## config.mk

```make
export PLATFORM = sky130hd
export DESIGN_NAME = fifo_wr_arb_flat
export DESIGN_NICKNAME = d
export VERILOG_FILES = /design/src/rtl/fifo_wr_arb_if.sv /design/src/rtl/fifo_wr_arb.sv /design/src/flat_wrapper.sv
export SDC_FILE = /design/constraint.sdc
export NUM_CORES = 1
export LEC_CHECK = 0
export BUFFER_PORTS_ARGS = -buffer_cell sky130_fd_sc_hd__buf_2
export CORE_UTILIZATION = 35
export CTS_CLUSTER_DIAMETER = 200
export DETAILED_ROUTE_END_ITERATION = 10
export GPL_ROUTABILITY_DRIVEN = 0
export PLACE_DENSITY = 0.65
export SLEW_MARGIN = 20
export SYNTH_ARGS = -nofsm -noshare
export SYNTH_HDL_FRONTEND = slang
export SYNTH_SLANG_ARGS = --single-unit
```

## constraint.sdc

```tcl
create_clock -name wclk -period 3 [get_ports wclk]
set_input_delay 0.3 -clock wclk [delete_from_list [all_inputs] [get_ports wclk]]
set_output_delay 0.3 -clock wclk [all_outputs]
set_load 0.02 [all_outputs]
```

## src/rtl/fifo_wr_arb_if.sv

```systemverilog
// Bundle of requester-side and FIFO-side signals around the write arbiter.
// The master modport is the arbiter; slave is the requesters plus the FIFO.
interface fifo_wr_arb_if #(
  parameter int NREQ  = 4,
  parameter int DSIZE = 8
);
  logic [NREQ-1:0]       req_valid;
  logic [NREQ*DSIZE-1:0] req_data;
  logic [NREQ-1:0]       req_last;
  logic [NREQ-1:0]       req_ready;
  logic [DSIZE-1:0]      fifo_wdata;
  logic                  fifo_winc;
  logic                  fifo_wfull;
  logic [2:0]            grant_id;
  logic                  busy;

  modport master (
    input  req_valid, req_data, req_last, fifo_wfull,
    output req_ready, fifo_wdata, fifo_winc, grant_id, busy
  );

  modport slave (
    output req_valid, req_data, req_last, fifo_wfull,
    input  req_ready, fifo_wdata, fifo_winc, grant_id, busy
  );
endinterface

```

## src/rtl/fifo_wr_arb.sv

```systemverilog
// Round-robin arbiter sharing the async FIFO write port among NREQ requesters.
// One IDLE cycle per arbitration; a grant lasts until req_last or MAXBURST beats.
module fifo_wr_arb #(
  parameter int NREQ     = 4,
  parameter int DSIZE    = 8,
  parameter int MAXBURST = 4
) (
  input logic          wclk,
  input logic          wrst_n,
  fifo_wr_arb_if.master bus
);

  typedef enum logic {IDLE, BURST} state_t;

  state_t     state_q, state_d;
  logic [2:0] grantId_q, grantId_d;
  logic [2:0] rrLast_q, rrLast_d;
  logic [3:0] beatCnt_q, beatCnt_d;

  logic [NREQ-1:0]   grantOh;
  logic              ownValid;
  logic              ownLast;
  logic              accept;
  logic              anyValid;
  logic [3:0]        shAmt;
  logic [2*NREQ-1:0] rotFull;
  logic [NREQ-1:0]   rotLow;
  int                first;
  int                pickSum;
  logic [2:0]        pickIdx;

  logic [NREQ-1:0]  reqReady;
  logic [DSIZE-1:0] wdata;
  logic             winc;

  assign grantOh  = {{(NREQ-1){1'b0}}, 1'b1} << grantId_q;
  assign ownValid = |(bus.req_valid & grantOh);
  assign ownLast  = |(bus.req_last & grantOh);
  assign anyValid = |bus.req_valid;
  assign accept   = (state_q == BURST) && ownValid && !bus.fifo_wfull;

  // Rotate the valid vector so bit 0 is rr_last+1, take the lowest set bit,
  // then undo the rotation with a wrap modulo NREQ.
  always_comb begin
    shAmt   = {1'b0, rrLast_q} + 4'd1;
    rotFull = {bus.req_valid, bus.req_valid} >> shAmt;
    rotLow  = rotFull[NREQ-1:0];
    first   = 0;
    for (int j = NREQ - 1; j >= 0; j--) begin
      if (rotLow[j]) first = j;
    end
    pickSum = int'(rrLast_q) + 1 + first;
    if (pickSum >= NREQ) pickSum = pickSum - NREQ;
    pickIdx = 3'(pickSum);
  end

  always_ff @(posedge wclk or negedge wrst_n) begin
    if (!wrst_n) begin
      state_q   <= IDLE;
      grantId_q <= 3'd0;
      rrLast_q  <= 3'(NREQ - 1);
      beatCnt_q <= 4'd0;
    end else begin
      state_q   <= state_d;
      grantId_q <= grantId_d;
      rrLast_q  <= rrLast_d;
      beatCnt_q <= beatCnt_d;
    end
  end

  // A full FIFO blocks acceptance entirely, so a last beat that meets
  // wfull leaves the burst untouched until the beat actually goes in.
  always_comb begin
    state_d   = state_q;
    grantId_d = grantId_q;
    rrLast_d  = rrLast_q;
    beatCnt_d = beatCnt_q;
    reqReady  = '0;
    wdata     = '0;
    winc      = 1'b0;
    case (state_q)
      IDLE: begin
        if (anyValid) begin
          grantId_d = pickIdx;
          beatCnt_d = 4'd0;
          state_d   = BURST;
        end
      end
      BURST: begin
        reqReady = bus.fifo_wfull ? '0 : grantOh;
        winc     = ownValid && !bus.fifo_wfull;
        for (int i = 0; i < NREQ; i++) begin
          if (grantId_q == 3'(i)) wdata = bus.req_data[i*DSIZE +: DSIZE];
        end
        if (accept) begin
          beatCnt_d = beatCnt_q + 4'd1;
          if (ownLast || (beatCnt_q + 4'd1 == 4'(MAXBURST))) begin
            rrLast_d = grantId_q;
            state_d  = IDLE;
          end
        end
      end
      default: state_d = IDLE;
    endcase
  end

  assign bus.req_ready  = reqReady;
  assign bus.fifo_wdata = wdata;
  assign bus.fifo_winc  = winc;
  assign bus.grant_id   = grantId_q;
  assign bus.busy       = (state_q == BURST);

endmodule

```

## src/flat_wrapper.sv

```systemverilog
// flat-port wrapper written by rule: the top's interface ports become plain ports
module fifo_wr_arb_flat 
#(
  parameter int NREQ     = 4,
  parameter int DSIZE    = 8,
  parameter int MAXBURST = 4
)
  (wclk, wrst_n, bus_req_valid, bus_req_data, bus_req_last, bus_fifo_wfull, bus_req_ready, bus_fifo_wdata, bus_fifo_winc, bus_grant_id, bus_busy);
  fifo_wr_arb_if #(.NREQ(NREQ), .DSIZE(DSIZE)) bus_i ();
  input logic wclk;
  input logic wrst_n;
  input wire logic [$bits(bus_i.req_valid)-1:0] bus_req_valid;
  input wire logic [$bits(bus_i.req_data)-1:0] bus_req_data;
  input wire logic [$bits(bus_i.req_last)-1:0] bus_req_last;
  input wire logic [$bits(bus_i.fifo_wfull)-1:0] bus_fifo_wfull;
  output wire logic [$bits(bus_i.req_ready)-1:0] bus_req_ready;
  output wire logic [$bits(bus_i.fifo_wdata)-1:0] bus_fifo_wdata;
  output wire logic [$bits(bus_i.fifo_winc)-1:0] bus_fifo_winc;
  output wire logic [$bits(bus_i.grant_id)-1:0] bus_grant_id;
  output wire logic [$bits(bus_i.busy)-1:0] bus_busy;
  assign bus_i.req_valid = bus_req_valid;
  assign bus_i.req_data = bus_req_data;
  assign bus_i.req_last = bus_req_last;
  assign bus_i.fifo_wfull = bus_fifo_wfull;
  assign bus_req_ready = bus_i.req_ready;
  assign bus_fifo_wdata = bus_i.fifo_wdata;
  assign bus_fifo_winc = bus_i.fifo_winc;
  assign bus_grant_id = bus_i.grant_id;
  assign bus_busy = bus_i.busy;
  fifo_wr_arb #(.NREQ(NREQ), .DSIZE(DSIZE), .MAXBURST(MAXBURST)) u_core (.wclk(wclk), .wrst_n(wrst_n), .bus(bus_i));
endmodule
```

==> impl_metrics.ini, run 1 <==
[worst_setup_path]
cp-end-kind = register
cp.arrival_ns = 2.75
worstSetupPathType = reg -> reg
start_kind = register
rrSetupSlack_ns = 0.40
crit_fanout = 9
required_ns = 3.15

[cells_and_area]
n_antenna_cell = 0
final_util_pct = 49.2
nets = 238
syn_to_final_growth_pct = 28.5
layout-drive-gt1-share_pct = 46.3

[timing]
max_freq_ghz = 0.385
rsz0062_at_grt = false
slew-limit-headroom_pct = 65.5
period_share_pct = 86.5
clock_skew_ns = 0.00138
tns_ns = 0
hold_violations = 0
slew_violations = 0
tightestPinTransition_ns = 0.518
min_period_ns = 2.60
setup_viol = 0

[grt]
grt_overflow = 0
gr-usage-met2_pct = 30.1
antenna_found_initial = 0
use_met1_pct = 22.0
grt_pass1_vias = 1000
busiest_layer = met2
met3_usage_pct = 3.41
grt_pass1_wl_um = 4640
track_usage_pct = 17.0
grt_max_degree = 26

[placement]
hpwl_um = 2440
io_buffers = 59

[power_and_ir_drop]
power_density_mw_per_mm2 = 895
p_leak_nw = 0.775
irDropWorstVdd_uv = 355

[clocking]
cts_sinks = 11
cts-root-buf = clkbuf_4
ctsHtreeMaxLevel = 1
clk_latency_ns = 0.27
cts_made_buffers = 3
cts_tree = done
cts_resized = 0
path_clk_slew_ns = 0.07
clockBufferDepth = 2

[job]
maxCapViolCount = 0

[detailed_routing]
drc = 0
vias_per_cell = 5.16
drt_iter0_drc = 33
wl_per_cell_um = 13.3
via_count = 1197
totalWireLength_um = 3090
first_pass_iters = 4
ant_nets = 0

[logic_synthesis]
synth_top_area_share_pct = 18.7
yosysWarnings = 0
synth_edf_count = 0
ys_types = 49
synth_most_common_cell = mux2_2
synthCells = 133
yosysTopAreaCell = dfrtp_1
synth_common_cells = mux2_2 (14), dfrtp_1 (9), nor2_1 (9), o22ai_1 (9)
syn_area_per_cell_um2 = 9.07
syn_nets = 182
synth_area_leaders = dfrtp_1 (19%), mux2_2 (13%), mux2i_1 (5.8%), ha_1 (5.2%), o22ai_1 (4.7%)
synth_flop_cell = dfrtp_1
syn_area_mm2 = 0.00121
yosysSeqAreaShare_pct = 23.0
synth-seq-cells = 11
synth_async_sr_flop_share_pct = 100

[die]
die-area_mm2 = 0.00369
die_w_um = 60.7
die_h_um = 60.7
fp-row-count = 20
start_util_pct = 38.3
core_area_mm2 = 0.00315
io_pins = 60

[hold_path]
hp-class = in -> async

[status]
status = finished, final reports clean
-- cells in the final DEF, fill, tap and decap left out, types with 3 or more instances in the layout --
master / count
nand2_1: 7
inv_1: 7
dfrtp_1: 9
clkbuf_4: 3
o22ai_1: 9
nand3_1: 4
mux2i_1: 7
buf_2: 59
nor2_1: 9
ha_1: 5
and3b_1: 3
nor2b_1: 3
mux2_2: 14
nor4_1: 4
-- final cells by class --
| cell class | instances | area (um^2) |
|---|---|---|
| fill | 316 | 1600 |
| multi-input combinational | 104 | 843 |
| timing repair buffer | 61 | 313 |
| sequential | 11 | 278 |
| tap | 44 | 55.1 |
| inverter | 8 | 35.0 |
| clock buffer | 4 | 26.3 |
-- per-layer routing --
metal | vias up | wire (um)
met5 | - | 0
met4 | 0 | 8
met3 | 2 | 209
met2 | 48 | 1490
met1 | 539 | 1390
li1 | 608 | -
-- cells by family after synthesis --
family / Yosys count / synth area share (%)
and+or+nand+nor: 43 / 20.2
AOI/OAI and AO/OA: 27 / 16.5
muxes: 25 / 24.2
buffers and inverters: 18 / 7.05
DFF: 11 / 23.0
adders and majority gates: 6 / 6.85
xor gates and xnor gates: 3 / 2.18
-- critical path, cell delays in order, from the launching register on --
cell     delay [ns]
dfstp_2        0.63
mux2_1         0.35
or2_1          0.25
o32a_1         0.36
fa_1           0.44
xnor2_1        0.15
a41oi_1        0.20
o21ai_0        0.09
-- stage by stage --
stage	instances	worst slack, ns	hold slack (ns)	cell area [um^2]	total power, mW
floorplan	133	0.376	0.00441	1210	1.05
finish	232	0.404	0.418	1550	1.39
CTS	232	0.396	0.420	1550	1.40
global route	232	0.201	0.442	1550	1.52
global placement	227	0.484	0.177	1510	1.26
detailed placement	227	0.400	0.186	1510	1.29
-- power by group --
group | internal (mW) | switching [mW] | total, mW
Combinational | 0.434 | 0.534 | 0.968
Clock | 0.0515 | 0.0508 | 0.102
Sequential | 0.210 | 0.107 | 0.316
Total | 0.696 | 0.692 | 1.39
-- flip-flops by register name (all words and copies together), names as in the netlist --
name,count
u_core.rrLast_q,3
u_core.bus.grant_id,3
u_core.beatCnt_q,4
u_core.bus.busy,1
-- worst paths after layout --
path	startpoint	endpoint	cells past startpoint
worst max-delay path	u_core.rrLast_q[0]	u_core.bus.grant_id[2]	7
worst min-delay path	wrst_n	u_core.beatCnt_q[1]	2
max in group asynchronous	wrst_n	u_core.rrLast_q[1]	2
worst min register to register	u_core.bus.grant_id[2]	u_core.bus.grant_id[2]	2
worst max register to register	u_core.rrLast_q[0]	u_core.bus.grant_id[2]	7
min in group wclk	bus_req_valid[3]	u_core.bus.busy	4
-- timing repair --
action / in CTS / in global routing
endpoints found under the hold margin: 9 / 0
setup endpoints to repair: 0 / 0
hold buffers: 1 / 0
buffers inserted: 0 / 0
Note: power is estimated with default switching activity, not from simulation.
==> run 2, diff against run 1 <==
BUFFER_PORTS_ARGS = -buffer_cell sky130_fd_sc_hd__clkbuf_2   (was -buffer_cell sky130_fd_sc_hd__buf_2)
==> impl_metrics.ini, run 2 (same netlist as run 1, synthesis figures left out) <==
[placement]
io_buffers = 59
hpwl_um = 2440
post-place-ws_ns = 0.418

[timing]
fin_ws_ns = 0.419
clock_skew_ns = 0.00541
period_share_pct = 86.0
max_freq_ghz = 0.387
tightestPinTransition_ns = 0.502
slew_violations = 0
tns_ns = 0
rsz0062_at_grt = false
setup_viol = 0
hold_violations = 0
slew-limit-headroom_pct = 66.5
min_period_ns = 2.58

[cells_and_area]
regMostFlops = u_core.beatCnt_q
fill_cells = 313
layout.cells.most_common = clkbuf_2
n_antenna_cell = 0
nets = 238
final_cell_mix = clkbuf_2 (59), mux2_2 (14), nor2_1 (9), o22ai_1 (9), dfrtp_1 (9)
final_util_pct = 49.2
largest_reg_flops = 4
layout-drive-gt1-share_pct = 46.3
syn_to_final_growth_pct = 28.5

[clocking]
cts_sinks = 11
cts_setup_buffers = 0
cts_hold_buf = 1
cts-root-buf = clkbuf_4
cts_tree = done
cts_resized = 0
ctsHtreeMaxLevel = 1
clk_latency_ns = 0.27
path_clk_slew_ns = 0.07
cts_made_buffers = 3
clockBufferDepth = 2

[job]
maxCapViolCount = 0

[detailed_routing]
via_count = 1216
wl_per_cell_um = 13.1
totalWireLength_um = 3040
vias_per_cell = 5.24
first_pass_iters = 4
drc = 0
ant_nets = 0
drt_iter0_drc = 50

[worst_setup_path]
cp-end-kind = register
start_kind = register
crit_chain = inv_1 > a21oi_1 > inv_1 > o32ai_1 > ha_1 > inv_1 > fa_1 > xnor2_1 > a41oi_1 > o21ai_0
worstSetupPathType = reg -> reg
worst_path_most_repeated_cell = inv_1
crit_slowest_cell = dfstp_2
cpPeakStageDelay_ns = 0.63
cp.arrival_ns = 2.73
crit_fanout = 9
required_ns = 3.15

[die]
core_area_mm2 = 0.00315
die_h_um = 60.7
io_pins = 60
start_util_pct = 38.3
fp-row-count = 20
die-area_mm2 = 0.00369
die_w_um = 60.7

[power_and_ir_drop]
power_density_mw_per_mm2 = 896
p_leak_nw = 0.781
irDropWorstVdd_uv = 341

[hold_path]
hp-class = in -> async

[grt]
grt_pass1_vias = 1042
grt_pass1_wl_um = 4490
grt_max_degree = 26
grt_overflow = 0
antenna_found_initial = 0
track_usage_pct = 16.5

[status]
status = finished, final reports clean
-- run 2: changes by cell type in the layout (fill, tap and decap cells not counted) --
cell      delta
buf_2       -59
clkbuf_2    +59
-- run 2: critical path: cells and delay by family, from the launching register on --
| kind | cells | cell delay [ns] |
|---|---|---|
| buf+inv | 3 | 0.23 |
| compound gates | 4 | 0.85 |
| fa+ha+maj | 2 | 0.60 |
| flops | 1 | 0.63 |
| xor+xnor | 1 | 0.14 |
-- run 2: area by class of cell --
class	count	area, um^2	area share [%]
multi-input combinational	104	843	54.4
sequential	11	278	17.9
tap	44	55.1	3.55
timing repair buffer	61	313	20.2
inverter	8	35.0	2.26
clock buffer	4	26.3	1.69
-- run 2: worst paths after layout --
check | from | end | slack (ns) | cells after the start
worst max register to register | u_core.rrLast_q[0] | u_core.bus.grant_id[2] | 0.42 | 10
min in group wclk | u_core.beatCnt_q[2] | u_core.beatCnt_q[2] | 0.56 | 1
worst min register to register | u_core.beatCnt_q[2] | u_core.beatCnt_q[2] | 0.56 | 1
worst min-delay path | wrst_n | u_core.bus.grant_id[0] | 0.43 | 2
worst max-delay path | u_core.rrLast_q[0] | u_core.bus.grant_id[2] | 0.42 | 10
max in group asynchronous | wrst_n | u_core.rrLast_q[1] | 2.30 | 2
-- run 2: power by group --
group	switching (mW)	internal [mW]	total (mW)
Clock	0.0513	0.0515	0.103
Combinational	0.536	0.432	0.968
Sequential	0.107	0.210	0.317
-- run 2: metal layers --
layer	part of all wire, %	track usage, %	wire (um)
met1	43	19.7	1300
met2	49	31.2	1490
met3	7.6	3.20	231
met4	0.56	1.95	17
met5	0	0	0
-- run 2: through the flow --
stage / hold slack (ns) / cell area, um^2 / std cells / power, mW
6_report: 0.429 / 1550 / 232 / 1.39
3_5_place_dp: 0.192 / 1510 / 227 / 1.29
5_1_grt: 0.457 / 1550 / 232 / 1.51
4_1_cts: 0.435 / 1550 / 232 / 1.40
3_3_place_gp: 0.185 / 1510 / 227 / 1.26
2_1_floorplan: 0.00441 / 1210 / 133 / 1.05
